===== config.mk =====
export PLATFORM = sky130hd
export DESIGN_NAME = sim_ctrl_engine
export DESIGN_NICKNAME = d
export VERILOG_FILES = /design/src/rtl/sim_ctrl_pkg.sv /design/src/rtl/sim_ctrl_dump_seq.sv /design/src/rtl/sim_ctrl_engine.sv
export SDC_FILE = /design/constraint.sdc
export NUM_CORES = 1
export LEC_CHECK = 0
export CORE_UTILIZATION = 40
export DETAILED_ROUTE_END_ITERATION = 6
export PLACE_DENSITY = 0.85
export SLEW_MARGIN = 20
export SYNTH_ARGS = -nofsm -noshare
export SYNTH_HDL_FRONTEND = slang
export SYNTH_SLANG_ARGS = --single-unit

===== constraint.sdc =====
create_clock -name clk -period 2.6 [get_ports clk]
set_input_delay 0.52 -clock clk [delete_from_list [all_inputs] [get_ports clk]]
set_output_delay 0.52 -clock clk [all_outputs]
set_load 0.005 [all_outputs]

===== src/rtl/sim_ctrl_pkg.sv =====
// Shared types for the simulation run controller: FSM states and the
// host-side record of one dump beat.
package sim_ctrl_pkg;

    typedef enum logic [2:0] {
        ST_IDLE,
        ST_LOAD,
        ST_RUN,
        ST_DUMP_RD,
        ST_DUMP_WAIT,
        ST_DUMP_OUT,
        ST_DONE
    } sim_ctrl_state_e;

    // Widest field sizes a host may see; narrower instances zero-extend.
    localparam int BEAT_TGT_W  = 8;
    localparam int BEAT_ADDR_W = 16;
    localparam int BEAT_DATA_W = 64;

    typedef struct packed {
        logic [BEAT_TGT_W-1:0]  tgt;
        logic [BEAT_ADDR_W-1:0] addr;
        logic [BEAT_DATA_W-1:0] data;
        logic                   last;
    } dump_beat_t;

endpackage


===== src/rtl/sim_ctrl_dump_seq.sv =====
// Dump sweep counter: address runs fastest, target advances on address wrap,
// explicit compares so non-power-of-two sizes wrap cleanly.
module sim_ctrl_dump_seq #(
    parameter int  N_TGT = 4,
    parameter int  DEPTH = 1024,
    localparam int TW    = $clog2(N_TGT),
    localparam int AW    = $clog2(DEPTH)
) (
    input  logic          clk,
    input  logic          rst,
    input  logic          clr,
    input  logic          adv,
    output logic [TW-1:0] tgt,
    output logic [AW-1:0] addr,
    output logic          last
);

    localparam logic [TW-1:0] TGT_MAX  = TW'(N_TGT - 1);
    localparam logic [AW-1:0] ADDR_MAX = AW'(DEPTH - 1);

    assign last = (tgt == TGT_MAX) && (addr == ADDR_MAX);

    always_ff @(posedge clk) begin
        if (!rst || clr) begin
            tgt  <= '0;
            addr <= '0;
        end else if (adv) begin
            if (addr == ADDR_MAX) begin
                addr <= '0;
                tgt  <= (tgt == TGT_MAX) ? '0 : tgt + 1'b1;
            end else begin
                addr <= addr + 1'b1;
            end
        end
    end

endmodule


===== src/rtl/sim_ctrl_engine.sv =====
// Run controller: streams images into target memories, runs the core to halt
// or watchdog timeout, then dumps every target. Define SIM_CTRL_SIG_EN for a signature output.
module sim_ctrl_engine
    import sim_ctrl_pkg::*;
#(
    parameter int  N_TGT      = 4,
    parameter int  DEPTH      = 1024,
    parameter int  DW         = 32,
    parameter int  MAX_CYCLES = 10000,
    parameter int  CW         = 32,
    localparam int TW         = $clog2(N_TGT),
    localparam int AW         = $clog2(DEPTH)
) (
    input  logic                clk,
    input  logic                rst,
    input  logic                start,
    input  logic                ld_valid,
    output logic                ld_ready,
    input  logic [TW-1:0]       ld_tgt,
    input  logic [AW-1:0]       ld_addr,
    input  logic [DW-1:0]       ld_data,
    input  logic                ld_last,
    output logic                core_rst_n,
    output logic                core_en,
    input  logic                core_halt,
    output logic [N_TGT-1:0]    mem_we,
    output logic [N_TGT-1:0]    mem_re,
    output logic [AW-1:0]       mem_addr,
    output logic [DW-1:0]       mem_wdata,
    input  logic [N_TGT*DW-1:0] mem_rdata,
    output logic                dump_valid,
    input  logic                dump_ready,
    output logic [TW-1:0]       dump_tgt,
    output logic [AW-1:0]       dump_addr,
    output logic [DW-1:0]       dump_data,
    output logic                dump_last,
    output logic [CW-1:0]       cyc_cnt,
    output logic                timeout,
    output logic                ld_err,
`ifdef SIM_CTRL_SIG_EN
    output logic [DW-1:0]       sig,
`endif
    output logic                done
);

    localparam logic [CW-1:0] CYC_LIMIT = CW'(MAX_CYCLES - 1);

    sim_ctrl_state_e state, state_nxt;
    logic [TW-1:0]   seq_tgt;
    logic [AW-1:0]   seq_addr;
    logic            seq_last;
    logic            start_ok, ld_fire, ld_bad, dump_fire;
    logic [CW-1:0]   cyc_inc;
    logic [AW-1:0]   wr_addr_p1;
    logic [DW-1:0]   wr_data_p1;
    logic [DW-1:0]   rd_data_p2;

    assign start_ok  = start && ((state == ST_IDLE) || (state == ST_DONE));
    assign ld_fire   = ld_valid && ld_ready;
    assign ld_bad    = 32'(ld_tgt) >= N_TGT;
    assign dump_fire = dump_valid && dump_ready;
    assign cyc_inc   = cyc_cnt + 1'b1;

    sim_ctrl_dump_seq #(.N_TGT(N_TGT), .DEPTH(DEPTH)) u_seq (
        .clk  (clk),
        .rst  (rst),
        .clr  (start_ok),
        .adv  (dump_fire),
        .tgt  (seq_tgt),
        .addr (seq_addr),
        .last (seq_last)
    );

    always_comb begin
        state_nxt  = state;
        ld_ready   = 1'b0;
        core_rst_n = 1'b1;
        core_en    = 1'b0;
        mem_re     = '0;
        dump_valid = 1'b0;
        dump_last  = 1'b0;
        done       = 1'b0;
        case (state)
            ST_IDLE: begin
                core_rst_n = 1'b0;
                if (start) state_nxt = ST_LOAD;
            end
            ST_LOAD: begin
                core_rst_n = 1'b0;
                ld_ready   = 1'b1;
                if (ld_valid && ld_last) state_nxt = ST_RUN;
            end
            ST_RUN: begin
                core_en = 1'b1;
                if (core_halt || (cyc_inc == CYC_LIMIT)) state_nxt = ST_DUMP_RD;
            end
            ST_DUMP_RD: begin
                mem_re    = N_TGT'(1) << seq_tgt;
                state_nxt = ST_DUMP_WAIT;
            end
            ST_DUMP_WAIT: state_nxt = ST_DUMP_OUT;
            ST_DUMP_OUT: begin
                dump_valid = 1'b1;
                dump_last  = seq_last;
                if (dump_ready) state_nxt = seq_last ? ST_DONE : ST_DUMP_RD;
            end
            ST_DONE: begin
                done = 1'b1;
                if (start) state_nxt = ST_LOAD;
            end
            default: state_nxt = ST_IDLE;
        endcase
    end

    // Read address only matters in DUMP_RD; otherwise present the pending write.
    assign mem_addr  = (state == ST_DUMP_RD) ? seq_addr : wr_addr_p1;
    assign mem_wdata = wr_data_p1;
    assign dump_tgt  = seq_tgt;
    assign dump_addr = seq_addr;
    assign dump_data = rd_data_p2;

    always_ff @(posedge clk) begin
        if (!rst) begin
            state   <= ST_IDLE;
            mem_we  <= '0;
            cyc_cnt <= '0;
            timeout <= 1'b0;
            ld_err  <= 1'b0;
        end else begin
            state  <= state_nxt;
            mem_we <= (ld_fire && !ld_bad) ? (N_TGT'(1) << ld_tgt) : '0;
            if (start_ok) begin
                cyc_cnt <= '0;
                timeout <= 1'b0;
                ld_err  <= 1'b0;
            end
            if (ld_fire && ld_bad) ld_err <= 1'b1;
            // A halting cycle is not counted and pre-empts the watchdog.
            if ((state == ST_RUN) && !core_halt) begin
                cyc_cnt <= cyc_inc;
                if (cyc_inc == CYC_LIMIT) timeout <= 1'b1;
            end
        end
    end

    // p1: load write stage; p2: read-data capture one cycle after mem_re.
    always_ff @(posedge clk) begin
        if (ld_fire) begin
            wr_addr_p1 <= ld_addr;
            wr_data_p1 <= ld_data;
        end
        if (state == ST_DUMP_WAIT) rd_data_p2 <= mem_rdata[seq_tgt*DW +: DW];
    end

`ifdef SIM_CTRL_SIG_EN
    always_ff @(posedge clk) begin
        if (!rst || start_ok) sig <= '0;
        else if (dump_fire)   sig <= {sig[DW-2:0], sig[DW-1]} ^ rd_data_p2;
    end
`endif

endmodule

==> flow_metrics.py <==
metrics = {
    "outcome": {
        "status": "completed",
    },
    "floorplanning": {
        "placementRows": 45,
        "initial_core_util": 0.416,
        "dieArea_sq_um": 16600,
        "design.core.area_sq_um": 15400,
        "die_width_um": 129,
        "ioPinCount": 313,
        "die_height_um": 129,
    },
    "timing": {
        "fin_crit_ns": 2.51,
        "skew_ns": 0.00720,
        "finalHoldWorstSlack_ns": 0.513,
        "finalMaxSlewViolations": 0,
        "fmax_ghz": 0.399,
        "period_share": 0.964,
        "worst_pin_slew_ns": 0.567,
        "finalSetupViolations": 0,
        "hold_violations": 0,
        "slew_headroom": 0.619,
        "finalSetupTns_ns": 0,
    },
    "yosys": {
        "synthAdderAreaFrac": 0.0136,
        "yosys_warnings": 0,
        "synth_edf_count": 74,
        "ys_ff_latch": 126,
        "synth_compound_area_frac": 0.102,
        "synth_top_family_by_area": "simple AND/OR/NAND/NOR gates",
        "synth.yosys.seq_area_share": 0.508,
        "syn_inst": 578,
        "synthesis.nets": 764,
        "synth_xor_area_frac": 0.0259,
        "avgSynthCellArea_sq_um": 11.1,
        "synthMuxAreaShare": 0.133,
        "yosys.area_share.simple": 0.178,
        "synthArstFlopShare": 0,
        "syn-cell-area_sq_um": 6420,
        "synth_ff_type": "edfxtp_1",
        "yosysUniqueCellTypes": 61,
    },
    "global_route": {
        "globalRouteOverflowTotal": 0,
        "grt_max_degree": 41,
        "gr-usage-met1": 0.326,
        "grt_use_met2": 0.501,
        "grt_pass1_vias": 6066,
        "grt_usage": 0.285,
        "grt-busiest-layer": "met2",
        "grt_pass1_wl_mm": 34.9,
        "antenna_found_initial": 3,
        "met3_usage": 0.0827,
    },
    "clock_tree": {
        "htreeDepth": 4,
        "path_clk_slew_ns": 0.06,
        "numCtsBuffers": 17,
        "cts-root-buf": "clkbuf_16",
        "postCtsSetupRepairBufs": 0,
        "clk_path_buf_depth": 2,
        "clock_sinks": 126,
        "tritoncts": "built",
        "worstSkewPairLatency_ns": 0.42,
    },
    "routing": {
        "num_vias": 6226,
        "antenna_left": 0,
        "drc": 0,
        "routedWlPerCell_um": 21.0,
        "routed_wl_mm": 23.7,
        "avgViaCountPerCell": 5.52,
        "firstDrtPassIters": 5,
        "drtIter0Drc": 675,
    },
    "setup_path": {
        "path_class": "flop to output pin",
        "cp.required_ns": 2.08,
        "end_kind": "output pin",
        "cp-start-kind": "flop",
        "path_max_fanout": 6,
        "worstPathArrival_ns": 1.99,
    },
    "run": {
        "max_cap_viol_count": 0,
    },
    "power": {
        "leakage_nw": 3.68,
        "power_density_nw_per_um2": 543,
        "finalPower_mw": 5.74,
        "vdd_ir_drop_max_v": 0.000415,
    },
    "cells_and_area": {
        "drive_gt1_frac": 0.157,
        "syn_to_final_growth_pct": 64.7,
        "fin_nets": 1086,
    },
    "hold_path": {
        "min_path_type": "flop to flop",
    },
    "placement": {
        "io_buffers": 311,
        "dp_hpwl_mm": 17.9,
        "place_congestion": 0.911,
    },
}
==> worst paths after layout <==
kind	depth (start not counted)	slack [ns]	endpoint	start
worst max-delay path	5	0.09	dump_last	u_seq.addr[2]
worst min-delay path	2	0.51	timeout	timeout
worst max register to register	8	0.10	timeout	cyc_cnt[0]
worst min register to register	2	0.51	timeout	timeout
==> logic make-up after synthesis <==
kind of cell,count (synthesis)
mux,44
simple gates,215
compound gates,106
other cells,1
flops,126
xor+xnor,19
fa+ha+maj,7
buf+inv,60
==> where the power goes <==
group | switching, mW | internal, mW | total (mW)
registers | 0.0408 | 2.24 | 2.28
clock network | 0.947 | 1.52 | 2.47
logic | 0.430 | 0.563 | 0.993
==> layer usage <==
layer,share of wire,routed length (um)
met1,0.36,8630
met2,0.52,12300
met3,0.084,2000
met4,0.032,757
met5,0.00055,13
==> stage by stage <==
stage                     setup slack, ns  cells  cell area (sq um)  utilization
final                              0.0932   1127              10600        0.686
after global routing             -0.00794   1127              10600        0.686
after CTS                          0.0170   1124              10500        0.682
after detailed placement            0.139   1092               9900        0.642
after global placement              0.212   1092               9900        0.642
after floorplan                     0.192    578               6420            -
==> repair_timing <==
| action | CTS | global route |
|---|---|---|
| endpoints found under the setup margin | 11 | 15 |
| resized for setup | 7 | 14 |
| hold buffers | 0 | 0 |
| pin swaps | 1 | 0 |
==> cells in the final DEF, fill, tap and decap left out, types with 10 or more instances in the layout <==
cell type        Yosys  layout
mux2_2              10      10
a21oi_1             40      40
nor2_1              56      53
nor3_1              25      24
and3_1              18      18
mux4_2              32      32
inv_1               15      15
nand4_1             13      13
o21ai_0             26      26
nand3_1             19      18
xnor2_1             10      10
edfxtp_1            74      74
dfxtp_1             52      42
clkdlybuf4s50_1      0     311
clkbuf_16            0      17
buf_4                2      35
nand2_1             35      34
==> synthesized netlist by cell type (10+ instances only) <==
library cell | number | area, sq um
edfxtp_1 | 74 | 2220
nor2_1 | 56 | 210
dfxtp_1 | 52 | 1040
a21oi_1 | 40 | 200
nand2_1 | 35 | 131
mux4_2 | 32 | 721
clkbuf_1 | 30 | 113
o21ai_0 | 26 | 130
nor3_1 | 25 | 125
nand3_1 | 19 | 95.1
and3_1 | 18 | 113
inv_1 | 15 | 56.3
nand4_1 | 13 | 81.3
mux2_2 | 10 | 113
xnor2_1 | 10 | 87.6
==> final cells by class <==
| type | count | area, sq um |
|---|---|---|
| fillers | 1156 | 4850 |
| diodes | 3 | 7.51 |
| inverters | 16 | 60.1 |
| clock buffers | 17 | 425 |
| well taps | 211 | 264 |
| clock inverters | 15 | 185 |
| repair buffers | 347 | 3400 |
| multi-input cells | 392 | 2960 |
| flip-flops and latches | 126 | 3280 |
==> worst max-delay path, cell delays in order, from the launching register on <==
cell and delay [ns]:
dfxtp_2 0.39, and3_1 0.21, nand3_2 0.13, nor2_4 0.14
and3_1 0.17, clkdlybuf4s50_1 0.53
==> sequential cells by signal (all words and copies together) (netlist names) <==
register	count
wr_addr_p1	10
u_seq.addr	10
timeout	1
u_seq.tgt	2
mem_wdata	32
cyc_cnt	32
dump_data	32
state	3
mem_we	4
(Power assumes the default switching activity.)
